## config.mk

```make
export PLATFORM = sky130hd
export DESIGN_NAME = fetch_queue
export DESIGN_NICKNAME = d
export VERILOG_FILES = /design/src/rtl/fetch_queue.sv
export SDC_FILE = /design/constraint.sdc
export NUM_CORES = 1
export LEC_CHECK = 0
export CAP_MARGIN = 15
export CORE_ASPECT_RATIO = 0.75
export CORE_MARGIN = 2
export CORE_UTILIZATION = 51
export CTS_BUF_LIST = sky130_fd_sc_hd__clkbuf_8
export DETAILED_ROUTE_END_ITERATION = 10
export GPL_TIMING_DRIVEN = 0
export PLACE_DENSITY = 0.85
export SKIP_LAST_GASP = 1
export SLEW_MARGIN = 30
export SYNTH_ARGS = -nofsm -noshare
export SYNTH_HDL_FRONTEND = slang
export SYNTH_SLANG_ARGS = --single-unit
```

## constraint.sdc

```tcl
create_clock -name clk -period 2.6 [get_ports clk]
set_clock_uncertainty 0.15 [all_clocks]
set_input_delay 0.26 -clock clk [delete_from_list [all_inputs] [get_ports clk]]
set_output_delay 0.26 -clock clk [all_outputs]
set_load 0.05 [all_outputs]
```

## src/rtl/fetch_queue.sv

```systemverilog
// Fetch front end: PC generation, synchronous ROM reads and a DEPTH-entry {pc, instr} queue
// feeding decode over valid/ready. Define FETCH_QUEUE_BYPASS_EN to forward a response straight to decode when empty.
module fetch_queue #(
   parameter int              XLEN     = 32,
   parameter int              DEPTH    = 4,
   parameter logic [XLEN-1:0] RESET_PC = 32'h0000_0000
) (
   input  logic                       clk,
   input  logic                       rst,
   input  logic                       jflag_in,
   input  logic [XLEN-1:0]            jaddr_in,
   output logic                       rom_re_out,
   output logic [XLEN-1:0]            rom_addr_out,
   input  logic [XLEN-1:0]            rom_data_in,
   output logic                       id_valid_out,
   input  logic                       id_ready_in,
   output logic [XLEN-1:0]            id_data_out,
   output logic [XLEN-1:0]            id_pc_out,
   output logic [$clog2(DEPTH):0]     count_out
);
   localparam int AW = $clog2(DEPTH);
   localparam int CW = AW + 1;
   localparam logic [XLEN-1:0] NOP = XLEN'(32'h0000_0013);

   logic [XLEN-1:0] pc_reg;
   logic [XLEN-1:0] req_pc_reg;
   logic            pending_reg;
   logic [AW-1:0]   wr_ptr_reg;
   logic [AW-1:0]   rd_ptr_reg;
   logic [CW-1:0]   count_reg;
   logic [XLEN-1:0] pc_mem    [DEPTH];
   logic [XLEN-1:0] instr_mem [DEPTH];

   logic [CW:0]     credit;
   logic            issue;
   logic            resp;
   logic            fifo_empty;
   logic            head_valid;
   logic            bypass_take;
   logic            push;
   logic            pop;
   logic [XLEN-1:0] head_pc;
   logic [XLEN-1:0] head_instr;

   // Occupancy plus the one read in flight must leave room, so a response can always be written.
   assign credit     = {1'b0, count_reg} + {{CW{1'b0}}, pending_reg};
   assign issue      = rst && (credit < (CW+1)'(DEPTH)) && !jflag_in;
   assign resp       = pending_reg && !jflag_in;
   assign fifo_empty = (count_reg == '0);

`ifdef FETCH_QUEUE_BYPASS_EN
   assign head_valid  = !fifo_empty || resp;
   assign head_pc     = fifo_empty ? req_pc_reg  : pc_mem[rd_ptr_reg];
   assign head_instr  = fifo_empty ? rom_data_in : instr_mem[rd_ptr_reg];
   assign bypass_take = fifo_empty && resp && id_ready_in;
`else
   assign head_valid  = !fifo_empty;
   assign head_pc     = pc_mem[rd_ptr_reg];
   assign head_instr  = instr_mem[rd_ptr_reg];
   assign bypass_take = 1'b0;
`endif

   assign push = resp && !bypass_take;
   assign pop  = !fifo_empty && id_ready_in && !jflag_in;

   assign rom_re_out   = issue;
   assign rom_addr_out = pc_reg;
   assign id_valid_out = head_valid;
   assign id_data_out  = head_valid ? head_instr : NOP;
   assign id_pc_out    = head_valid ? head_pc : '0;
   assign count_out    = count_reg;

   always_ff @(posedge clk or negedge rst) begin
      if (!rst) begin
         pc_reg      <= RESET_PC;
         req_pc_reg  <= '0;
         pending_reg <= 1'b0;
         wr_ptr_reg  <= '0;
         rd_ptr_reg  <= '0;
         count_reg   <= '0;
      end else begin
         pending_reg <= issue;
         if (issue) begin
            req_pc_reg <= pc_reg;
            pc_reg     <= pc_reg + XLEN'(4);
         end
         if (jflag_in) begin
            // Misaligned targets are silently aligned down.
            pc_reg     <= jaddr_in & ~XLEN'(3);
            wr_ptr_reg <= '0;
            rd_ptr_reg <= '0;
            count_reg  <= '0;
         end else begin
            if (push) wr_ptr_reg <= wr_ptr_reg + AW'(1);
            if (pop)  rd_ptr_reg <= rd_ptr_reg + AW'(1);
            case ({push, pop})
               2'b10:   count_reg <= count_reg + CW'(1);
               2'b01:   count_reg <= count_reg - CW'(1);
               default: count_reg <= count_reg;
            endcase
         end
      end
   end

   always_ff @(posedge clk) begin
      if (push) begin
         pc_mem[wr_ptr_reg]    <= req_pc_reg;
         instr_mem[wr_ptr_reg] <= rom_data_in;
      end
   end
endmodule

```

* After elaboration in Yosys (flattened, before gate mapping)
Memory sizes are Yosys's and may differ from the RTL's.
Cells that the tools add are included.
** Operators by class
- $add $sub $neg :: 6
- $lt $le $gt $ge :: 1
- Equal/unequal tests :: 2
- Muxes and demuxes :: 12
- Reduce and logical (&&, ||, !) cells :: 12
** Operators with widths (count)
- 32-bit two-way mux :: 4
- 32-bit by 3-bit adder with 32-bit output (second input constant) :: 1
- 2-bit two-way mux :: 4
- 3-bit one-hot mux with 2 select lines :: 1
- 2-bit nonzero test :: 3
- 1-bit logical AND :: 5
- 2-bit by 1-bit adder with 2-bit output (second input constant) :: 2
- 3-bit by 1-bit adder with 4-bit output :: 1
- 4-bit by 3-bit < comparator with 1-bit output (second input constant) :: 1
- 3-bit by 1-bit adder with 3-bit output (second input constant) :: 1
- 3-bit logical NOT :: 1
- 3-bit two-way mux :: 1
- 3-bit nonzero test :: 1
- 3-bit by 1-bit subtractor with 3-bit output (second input constant) :: 1
- 2-bit by 1-bit equality test with 1-bit output (second input constant) :: 1
- 2-bit equality test (second input constant) :: 1
- 1-bit logical NOT :: 2
- 1-bit two-way mux :: 2
** Word-level totals
- Bits in registers :: 72
- RAM bits :: 256
- Bits of input ports :: 68
- Word-level logic and storage cells :: 41
- Memories kept :: 2
** Memories
- instr_mem :: words 4, width 32, read ports 1, clocked after memory_dff 0, wr ports 1, line 32 : logic [XLEN-1:0] instr_mem [DEPTH];
- pc_mem :: words 4, width 32, read ports 1, clocked after memory_dff 0, wr ports 1, line 31 : logic [XLEN-1:0] pc_mem [DEPTH];

* Longest topological paths before layout
Gate-level depths: netlist (run 1).
- Word-level depth :: 7
- Depth in mapped cells :: 9
- Depth with buffers taken out :: 9

* Worst setup path before layout (run 1)
OpenSTA, ideal clock, no wires.
- Path type :: register to register
- Start :: register pending_reg
- End :: memory instr_mem[0][0], enable pin
- Setup time :: 0.427 ns
- Data arrival time :: 2.190 ns
- Required time :: 2.023 ns
- Slack :: -0.166 ns
- Stages on the path, launching flop included :: 4
- Path buffers :: 1
- Cell sequence :: dfrtp_1 > buf_2 > nor2b_1 > and2_1
** On the way
- Cells in the longest elaborated chain, start to end :: 3
** Ends and longest elaborated chain
- start, declared :: line 27 : logic pending_reg;
- start signal, assigned :: line 82 : pending_reg <= issue;
- 1-bit logical AND :: line 48 : assign resp = pending_reg && !jflag_in;
- 1-bit two-way mux :: line 106 : if (push) begin
- 1-bit two-way mux (implied by the code) :: line 108 : instr_mem[wr_ptr_reg] <= rom_data_in;
- end, declared :: line 32
Every way passes these cells.

* Worst setup path in the final report (run 1)
- Start :: register rd_ptr_reg[0]
- End :: output id_pc_out[22]
** On the way
- Cells in the longest elaborated chain, start to end :: 2
** Ends and longest elaborated chain
- start, declared :: line 29 : logic [AW-1:0] rd_ptr_reg;
- start signal, assigned :: line 95 : if (pop) rd_ptr_reg <= rd_ptr_reg + AW'(1);
- memory 4 x 32 bit
- 32-bit two-way mux :: line 70 : assign id_pc_out = head_valid ? head_pc : '0;
- end, declared :: line 18 : output logic [XLEN-1:0] id_pc_out,
Every way passes these cells.

==> flow_results.org, run 1 <==
** Outcome
- The run finished, with violations left.
- Violations in the final reports :: setup timing

** Route
- After detailed routing, the number of remaining DRC violations is 0.
- TritonRoute pass-1 iters :: 4
- Once detail routing completed, the nets flagged for antenna violations numbered 0.
- After the first detailed-routing iteration, the DRC count stood at 429.
- Routed length per placed instance :: 20.1 µm
- Routed wire length :: 26500 µm
- Vias/cell :: 5.33
- The final route contains 7010 vias.

** Synthesis
- Share of the yosys chip area belonging to registers :: 0.719
- Counting flops with an async set or reset pin after synthesis yields a share of 0.215.
- For this run, the leading register cell type out of synthesis is sky130_fd_sc_hd__edfxtp_1.
- Synthesis inferred 316 register bits.
- Post-Syn Area per Cell :: 18.1 µm²
- Number of synthesized flops with an enable pin :: 248
- Biggest area contributors in the synthesized netlist :: sky130_fd_sc_hd__edfxtp_1 (59%), sky130_fd_sc_hd__dfrtp_1 (13%), sky130_fd_sc_hd__mux4_2 (11%)
- Cell area after technology mapping :: 0.0127 mm²
- The netlist uses 39 different library cells.
- The Yosys step of the flow raised 0 warnings.
- Portion of synthesized cell area occupied by the leading cell type :: 0.585
- Post-Syn Instances :: 703
- sky130_fd_sc_hd__edfxtp_1 takes more of the synthesized area than any other cell.

** Timing
- The final number of hold-violating endpoints is 0.
- Setup violations remaining at the end of the flow were counted as 3.
- Across all setup checks in the final design, the least slack found is -49.3 ps.
- Minimum clock period :: 2650 ps
- For this run, the top clock speed supported by timing is 0.377 GHz.
- The number of max-slew violations in the final report came to 0.
- RSZ-0062 raised after global routing :: yes
- For the pin with the worst max-slew slack, the measured transition is 581 ps.
- Ratio of final minimum period to clock period :: 1.02
- Max-slew headroom at the worst pin :: 0.611

** Floorplan
- Area of the die :: 0.0262 mm²
- The core region is 0.0247 mm².
- Initial Util :: 0.515
- Die Span X :: 186 µm
- From bottom edge to top edge, the die measures 141 µm.
- In this run the core area contains 50 standard-cell rows.
- 169 I/O pins were placed.

** Cells and area
- Of the cells placed in the final design, the portion with a size suffix greater than 1 is 0.315.
- Top reg by flops :: instr_mem
- After the last flow step, the layout net total stands at 1014.
- Most common cell after layout, fill and taps aside :: sky130_fd_sc_hd__edfxtp_1
- Diodes inserted :: 0
- In the final layout, the multi-input gates occupy 0.00342 mm².
- Utilization after layout :: 0.644
- The register with the most flip-flops in the layout has 128 of them.
- Leaving out filler cells and counting taps, the final layout contains 1315.
- The layout has 1708 filler cells.
- From synthesis to final layout, the design area changed by 25.1%.
- Most used cells in the layout excluding fill and tap cells :: sky130_fd_sc_hd__edfxtp_1 (248), sky130_fd_sc_hd__clkdlybuf4s50_1 (97), sky130_fd_sc_hd__dfrtp_1 (64)
- With fillers left out, the area of the finished cells amounts to 0.0159 mm².
- Largest registers ranked by flip-flop count :: instr_mem x128, pc_mem x120
- Register area :: 0.00915 mm²

** Clock network
- Number of levels the H-tree was split into :: 2
- After clock tree synthesis, the clock-pin slew on the worst setup and hold paths is 60 ps.
- At the later pin of the worst-skew pair, clock insertion delay measures 550 ps.
- CTS tree :: built
- Clock tree buffer depth :: 3
- Total clock buffers created by CTS :: 47
- Clock tree synthesis selected as its root buffer the cell sky130_fd_sc_hd__clkbuf_8.
- Clock tree synthesis found a total of 316 sinks.

** Worst setup path
- Signal arrival time at the worst endpoint :: 2240 ps
- The endpoint identified for the worst register-to-register timing path is count_out[2].
- Traced cell by cell, the critical path runs through buf_12 > buf_12 > buf_4 > mux4_2 > and2_1 > buf_4.
- R2R depth :: 9
- Counting buffers and inverters, the worst setup path is 6 cells deep.
- Across all register-to-register paths, the minimum setup slack is 160 ps.
- Worst path slowest cell :: sky130_fd_sc_hd__mux4_2
- STA classifies the critical path startpoint as a register.
- The critical path contains buffers and inverters numbering 4 combined.
- The startpoint identified for the worst register-to-register timing path is count_out[2].
- Critical path capture point type :: output pin
- Peak fanout along the critical path :: 10
- Class of the most critical setup path :: register to output pin
- For the worst setup path, the data required time is 2190 ps.
- In this design, the stage delay of the slowest critical-path cell is 520 ps.
- In this run the worst setup path begins at rd_ptr_reg[0].
- In this design, the largest share of critical-path delay is due to buffers and inverters.
- The most critical setup path has its endpoint at id_pc_out[22].

** GRT
- Largest net degree at the start of global routing :: 37
- The first global-routing pass estimated 40800 µm of wire.
- Via count of the first global-routing pass :: 7298
- Gr ovfl total :: 0
- For this run, the total global-route usage over all layers was measured as 0.203.
- Initial antenna violation count :: 1

** Placed design
- The number of placed instances, taps included, is 1211.
- OpenSTA, run right after detailed placement, puts the worst setup slack at -755 ps.
- The wire-length estimate of the detail-placed layout is 17100 µm.
- Routability-driven placement finished with a final weighted congestion of 0.788.
- Post-DP Area :: 0.0149 mm²
- In this run the tool buffered the top-level ports with 162 buffer cells.

** Pwr
- For this design the ratio of total power to cell area is 1070 mW/mm².
- For this design the static power due to leakage is 5.71 nW.
- Max VDD drop :: 870 µV

** Run
- Count of maximum capacitance violations :: 0

** Min path
- Worst hold path class :: input port to register
- In this run the most critical hold path is launched from jaddr_in[25].
[cells in the mapped netlist, drive strengths merged, types with 6 or more instances]
cell type / number
edfxtp: 248
o21ai: 29
dfrtp: 68
and3: 6
clkbuf: 16
nor4: 8
inv: 8
nand3: 13
nor2: 12
buf: 19
and2: 64
xnor2: 30
nand2: 43
nor3: 13
mux4: 62
mux2: 31
[worst min-delay path by stage]
stage | to | slack (ps) | cells past startpoint
2_1_floorplan | count_out[0] | -190 | 0
3_3_place_gp | pc_mem[3][20] | 340 | 0
3_5_place_dp | rom_addr_out[19] | 100 | 1
4_1_cts | rom_addr_out[25] | 80 | 3
5_1_grt | rom_addr_out[25] | 90 | 3
6_report | rom_addr_out[25] | 100 | 3
[where the power goes]
part	switching, mW	internal (mW)	total [mW]	leakage (nW)
logic	4.27	2.19	6.46	2.10
clock network	1.79	2.17	3.96	0.530
registers	0.485	6.16	6.64	3.08
[through the flow]
stage | hold WS (ps) | power (mW) | TNS [ps]
floorplan | -186 | 11.1 | 0
global placement | 339 | 13.3 | -346340
detailed placement | 95.2 | 13.5 | -32490
CTS | 84.9 | 17.1 | -676
global route | 94.3 | 17.8 | -3450
finish | 105 | 17.1 | -73.8
[worst register-to-register path, stage by stage, from the launching register on]
cell and delay, ps:
sky130_fd_sc_hd__dfrtp_2 490, sky130_fd_sc_hd__nor3_4 240, sky130_fd_sc_hd__inv_2 160, sky130_fd_sc_hd__nand2_2 180
sky130_fd_sc_hd__nor3_1 80, sky130_fd_sc_hd__fa_1 390, sky130_fd_sc_hd__or2_2 300, sky130_fd_sc_hd__mux2i_1 160
sky130_fd_sc_hd__xnor2_1 140, sky130_fd_sc_hd__nor2_1 50
[cells by family (layout without fill, tap and decap cells)]
kind of cell,count (synthesis),count (layout),share of synthesized area
fa+ha+maj,6,6,0.00649
mux,97,97,0.140
other cells,1,4,0.000295
simple gates,176,176,0.0819
buf+inv,43,314,0.0155
flops,316,316,0.719
xor+xnor,35,35,0.0247
compound gates,29,29,0.0117
[routing by layer]
metal,vias up,global-route usage,share of wire
li1,3171,-,-
met5,-,0,0.00049
met4,2,0.0442,0.012
met1,3540,0.285,0.43
met2,259,0.325,0.48
met3,38,0.0558,0.078
[repair_timing]
action / CTS / global route
endpoints found under the hold margin: 68 / 0
pin swaps: 1 / 0
setup buffers: 3 / 7
setup endpoints to repair: 66 / 62
hold buffers: 9 / 0
resized for setup: 362 / 28
[final cells by class]
cell class | count | area share
Sequential cell | 316 | 0.575
Inverter | 8 | 0.00189
Buffer | 34 | 0.0165
Multi-Input combinational cell | 347 | 0.215
Timing Repair Buffer | 186 | 0.105
Tap cell | 338 | 0.0266
Clock buffer | 53 | 0.0458
Clock inverter | 33 | 0.0138
Power figures use the tool's default switching activity.
==> run 2, diff against run 1 <==
--- a/config.mk
+++ b/config.mk
@@ -14,7 +14,6 @@
 export GPL_TIMING_DRIVEN = 0
 export PLACE_DENSITY = 0.85
 export SKIP_LAST_GASP = 1
-export SLEW_MARGIN = 30
 export SYNTH_ARGS = -nofsm -noshare
 export SYNTH_HDL_FRONTEND = slang
 export SYNTH_SLANG_ARGS = --single-unit
==> run 2 against run 1 <==
  * Count of clock-buffer cells in the layout grew 4
  * The run still ends with setup timing left
  * Maximum frequency grew 1.2%
  * Clock power grew 7.6%
==> flow_results.org, run 2 (synthesis results as in run 1) <==
** Worst setup path
- Worst path slowest cell :: sky130_fd_sc_hd__mux4_2
- The signal on the critical path passes through buf_12 > buf_12 > buf_4 > mux4_2 > and2_1 > buf_4.
- Setup slack of the worst register-to-register path :: 190 ps
- Crit path largest cell delay :: 510 ps
- Startpoint types :: register
- Class of the most critical setup path :: register to output pin
- Counting both buffers and inverters, the worst setup path holds a total of 4.
- Of all nets on the critical path, the largest fanout is 10.
- Broken down by cell family, the worst path's largest delay share belongs to buffers and inverters.
- Critical path capture point type :: output pin
- Signal arrival time at the worst endpoint :: 2210 ps
- Data required time of the critical path :: 2190 ps

** Route
- TritonRoute pass-1 iters :: 5
- Routed length per placed instance :: 20.1 µm
- After detailed routing, the number of vias per cell comes to 5.41.
- Total via count in the routed design :: 7065
- DRC violations left :: 0
- The first routing iteration left 568 violations.
- Number of nets still failing antenna checks after routing :: 0
- Routed wire length :: 26300 µm

** Clock network
- Number of levels the H-tree was split into :: 2
- Clock tree buffer depth :: 3
- The later pin in the worst-skew pair is clocked with a latency of 540 ps.
- In this run the clock root is driven by a sky130_fd_sc_hd__clkbuf_8.
- After clock tree synthesis, the clock-pin slew on the worst setup and hold paths is 60 ps.
- CTS tree :: built
- Total clock buffers created by CTS :: 47
- TritonCTS sink count :: 316

** Min path
- The path class of the tightest hold or removal check is input port to register.

** Floorplan
- Core Rows :: 50
- Area of the die :: 0.0262 mm²
- Height of the die :: 141 µm
- Count of boundary I/O pins :: 169
- Die Span X :: 186 µm
- The core region is 0.0247 mm².
- For this configuration, the core starts out at a cell density of 0.515.

** Outcome
- The final reports fail on setup timing.
- The flow ran to the end, but the final reports show violations.

** Cells and area
- The area growth from synthesis to layout is 24.4%.
- Max FFs per register :: 128
- Most common cell after layout, fill and taps aside :: sky130_fd_sc_hd__edfxtp_1
- The filler cells instantiated in the layout total 1716.
- The finished layout holds 1307 standard cells, fillers aside.
- The largest registers in the layout are instr_mem x128, pc_mem x120.
- Most used cells in the layout excluding fill and tap cells :: sky130_fd_sc_hd__edfxtp_1 (248), sky130_fd_sc_hd__clkdlybuf4s50_1 (97), sky130_fd_sc_hd__dfrtp_1 (64)
- Final Net Count :: 1005
- Top reg by flops :: instr_mem
- The number of antenna diodes in the final layout is 0.
- Of the cells placed in the final design, the portion with a size suffix greater than 1 is 0.318.

** Timing
- Crit path setup slack, layout :: -18.5 ps
- Number of pins exceeding their max-slew limit in the final report :: 0
- At the pin with the least slew margin, the transition time is 580 ps.
- Minimum clock period :: 2620 ps
- Setup violations remaining at the end of the flow were counted as 2.
- Setup repair after global routing could not meet its margin everywhere.
- Ratio of final minimum period to clock period :: 1.01
- Achievable frequency :: 0.382 GHz
- The tightest hold path in the finished design has a slack of 116 ps.
- Max-slew headroom at the worst pin :: 0.612
- Final Hold Violating Endpoints :: 0

** GRT
- For this run the aggregate overflow at the end of global routing stands at 0.
- The number of antenna violations at the first check in global routing is 0.
- The first global-routing pass estimated 40900 µm of wire.
- Total global routing track utilization :: 0.203
- Entering global routing, the biggest net connects 69 pins.
- Met2 Resource Use GR :: 0.313
- Via count of the first global-routing pass :: 7270
- The layer flagged by global routing as most heavily used is met2.
- Met1 GRT Util :: 0.292
- In the global route stage, met3 resource usage came out at 0.0535.

** Run
- Count of maximum capacitance violations :: 0

** Placed design
- Routability Congestion :: 0.788
- The wire-length estimate of the detail-placed layout is 17100 µm.
- Including well taps, the total number of placed cells is 1210.
- Port buffering added 162 buffers.

** Pwr
- Pleak :: 5.66 nW
- Power density over cell area :: 1090 mW/mm²
- Max VDD drop :: 870 µV
==> run 2: worst paths after layout <==
| check | startpoint | endpoint | depth (start not counted) |
|---|---|---|---|
| hold / removal | jaddr_in[23] | rom_addr_out[23] | 3 |
| min in group asynchronous | rst | rom_addr_out[21] | 3 |
| hold reg to reg | req_pc_reg[16] | pc_mem[1][16] | 0 |
| max in group asynchronous | rst | count_out[1] | 3 |
| setup reg to reg | count_out[2] | count_out[2] | 9 |
| setup / recovery | rd_ptr_reg[0] | id_pc_out[22] | 6 |
==> run 2: final cells by class <==
| class | instances | area, µm² | share of cell area |
|---|---|---|---|
| Sequential cell | 316 | 9150 | 0.578 |
| Timing Repair Buffer | 177 | 1510 | 0.0956 |
| Clock inverter | 30 | 239 | 0.0151 |
| Multi-Input combinational cell | 347 | 3420 | 0.216 |
| Buffer | 34 | 259 | 0.0164 |
| Clock buffer | 57 | 785 | 0.0496 |
| Inverter | 8 | 30.0 | 0.00190 |
| Tap cell | 338 | 423 | 0.0267 |
==> run 2: layer usage <==
metal | share of wire | routed length, µm
met3 | 0.086 | 2270
met1 | 0.43 | 11400
met2 | 0.46 | 12100
met5 | 0 | 0
met4 | 0.019 | 493
==> run 2: metrics by stage <==
step	instance area (µm²)	setup slack, ps	TNS, ps	utilization	power [mW]
after floorplan	12700	19.2	0	-	11.1
after global placement	14800	-2840	-346340	0.598	13.3
after detailed placement	14900	-797	-37080	0.602	13.4
after CTS	15800	-143	-755	0.638	17.3
after global routing	15800	-108	-2440	0.640	18.0
final	15800	-18.5	-20.2	0.640	17.2
==> run 2: power breakdown <==
part	switching (mW)	total (mW)	internal, mW	leakage, nW
registers	0.479	6.63	6.16	3.08
logic	4.24	6.35	2.11	2.03
clock network	1.86	4.26	2.40	0.550
total	6.58	17.2	10.7	5.66
==> run 2: worst min-delay path, delay by kind of cell <==
| kind | cells | cell delay (ps) |
|---|---|---|
| buffers and inverters | 1 | 400 |
| AO/OA/AOI/OAI | 1 | 50 |
| AND/OR/NAND/NOR | 1 | 60 |
==> run 2: what timing repair did <==
action                                 CTS  global route
endpoints found under the hold margin   68             0
gates resized for setup                359            18
setup buffers                            4             5
pin swaps                                1             0
setup endpoints to repair               66            59
hold buffers                             2             0
==> run 3, diff against run 2 <==
--- a/config.mk
+++ b/config.mk
@@ -10,6 +10,7 @@
 export CORE_MARGIN = 2
 export CORE_UTILIZATION = 51
 export CTS_BUF_LIST = sky130_fd_sc_hd__clkbuf_8
+export CTS_CLUSTER_SIZE = 14
 export DETAILED_ROUTE_END_ITERATION = 10
 export GPL_TIMING_DRIVEN = 0
 export PLACE_DENSITY = 0.85
==> results of run 3 <==
No change in the layout: final DEF, timing and power equal those of run 2.
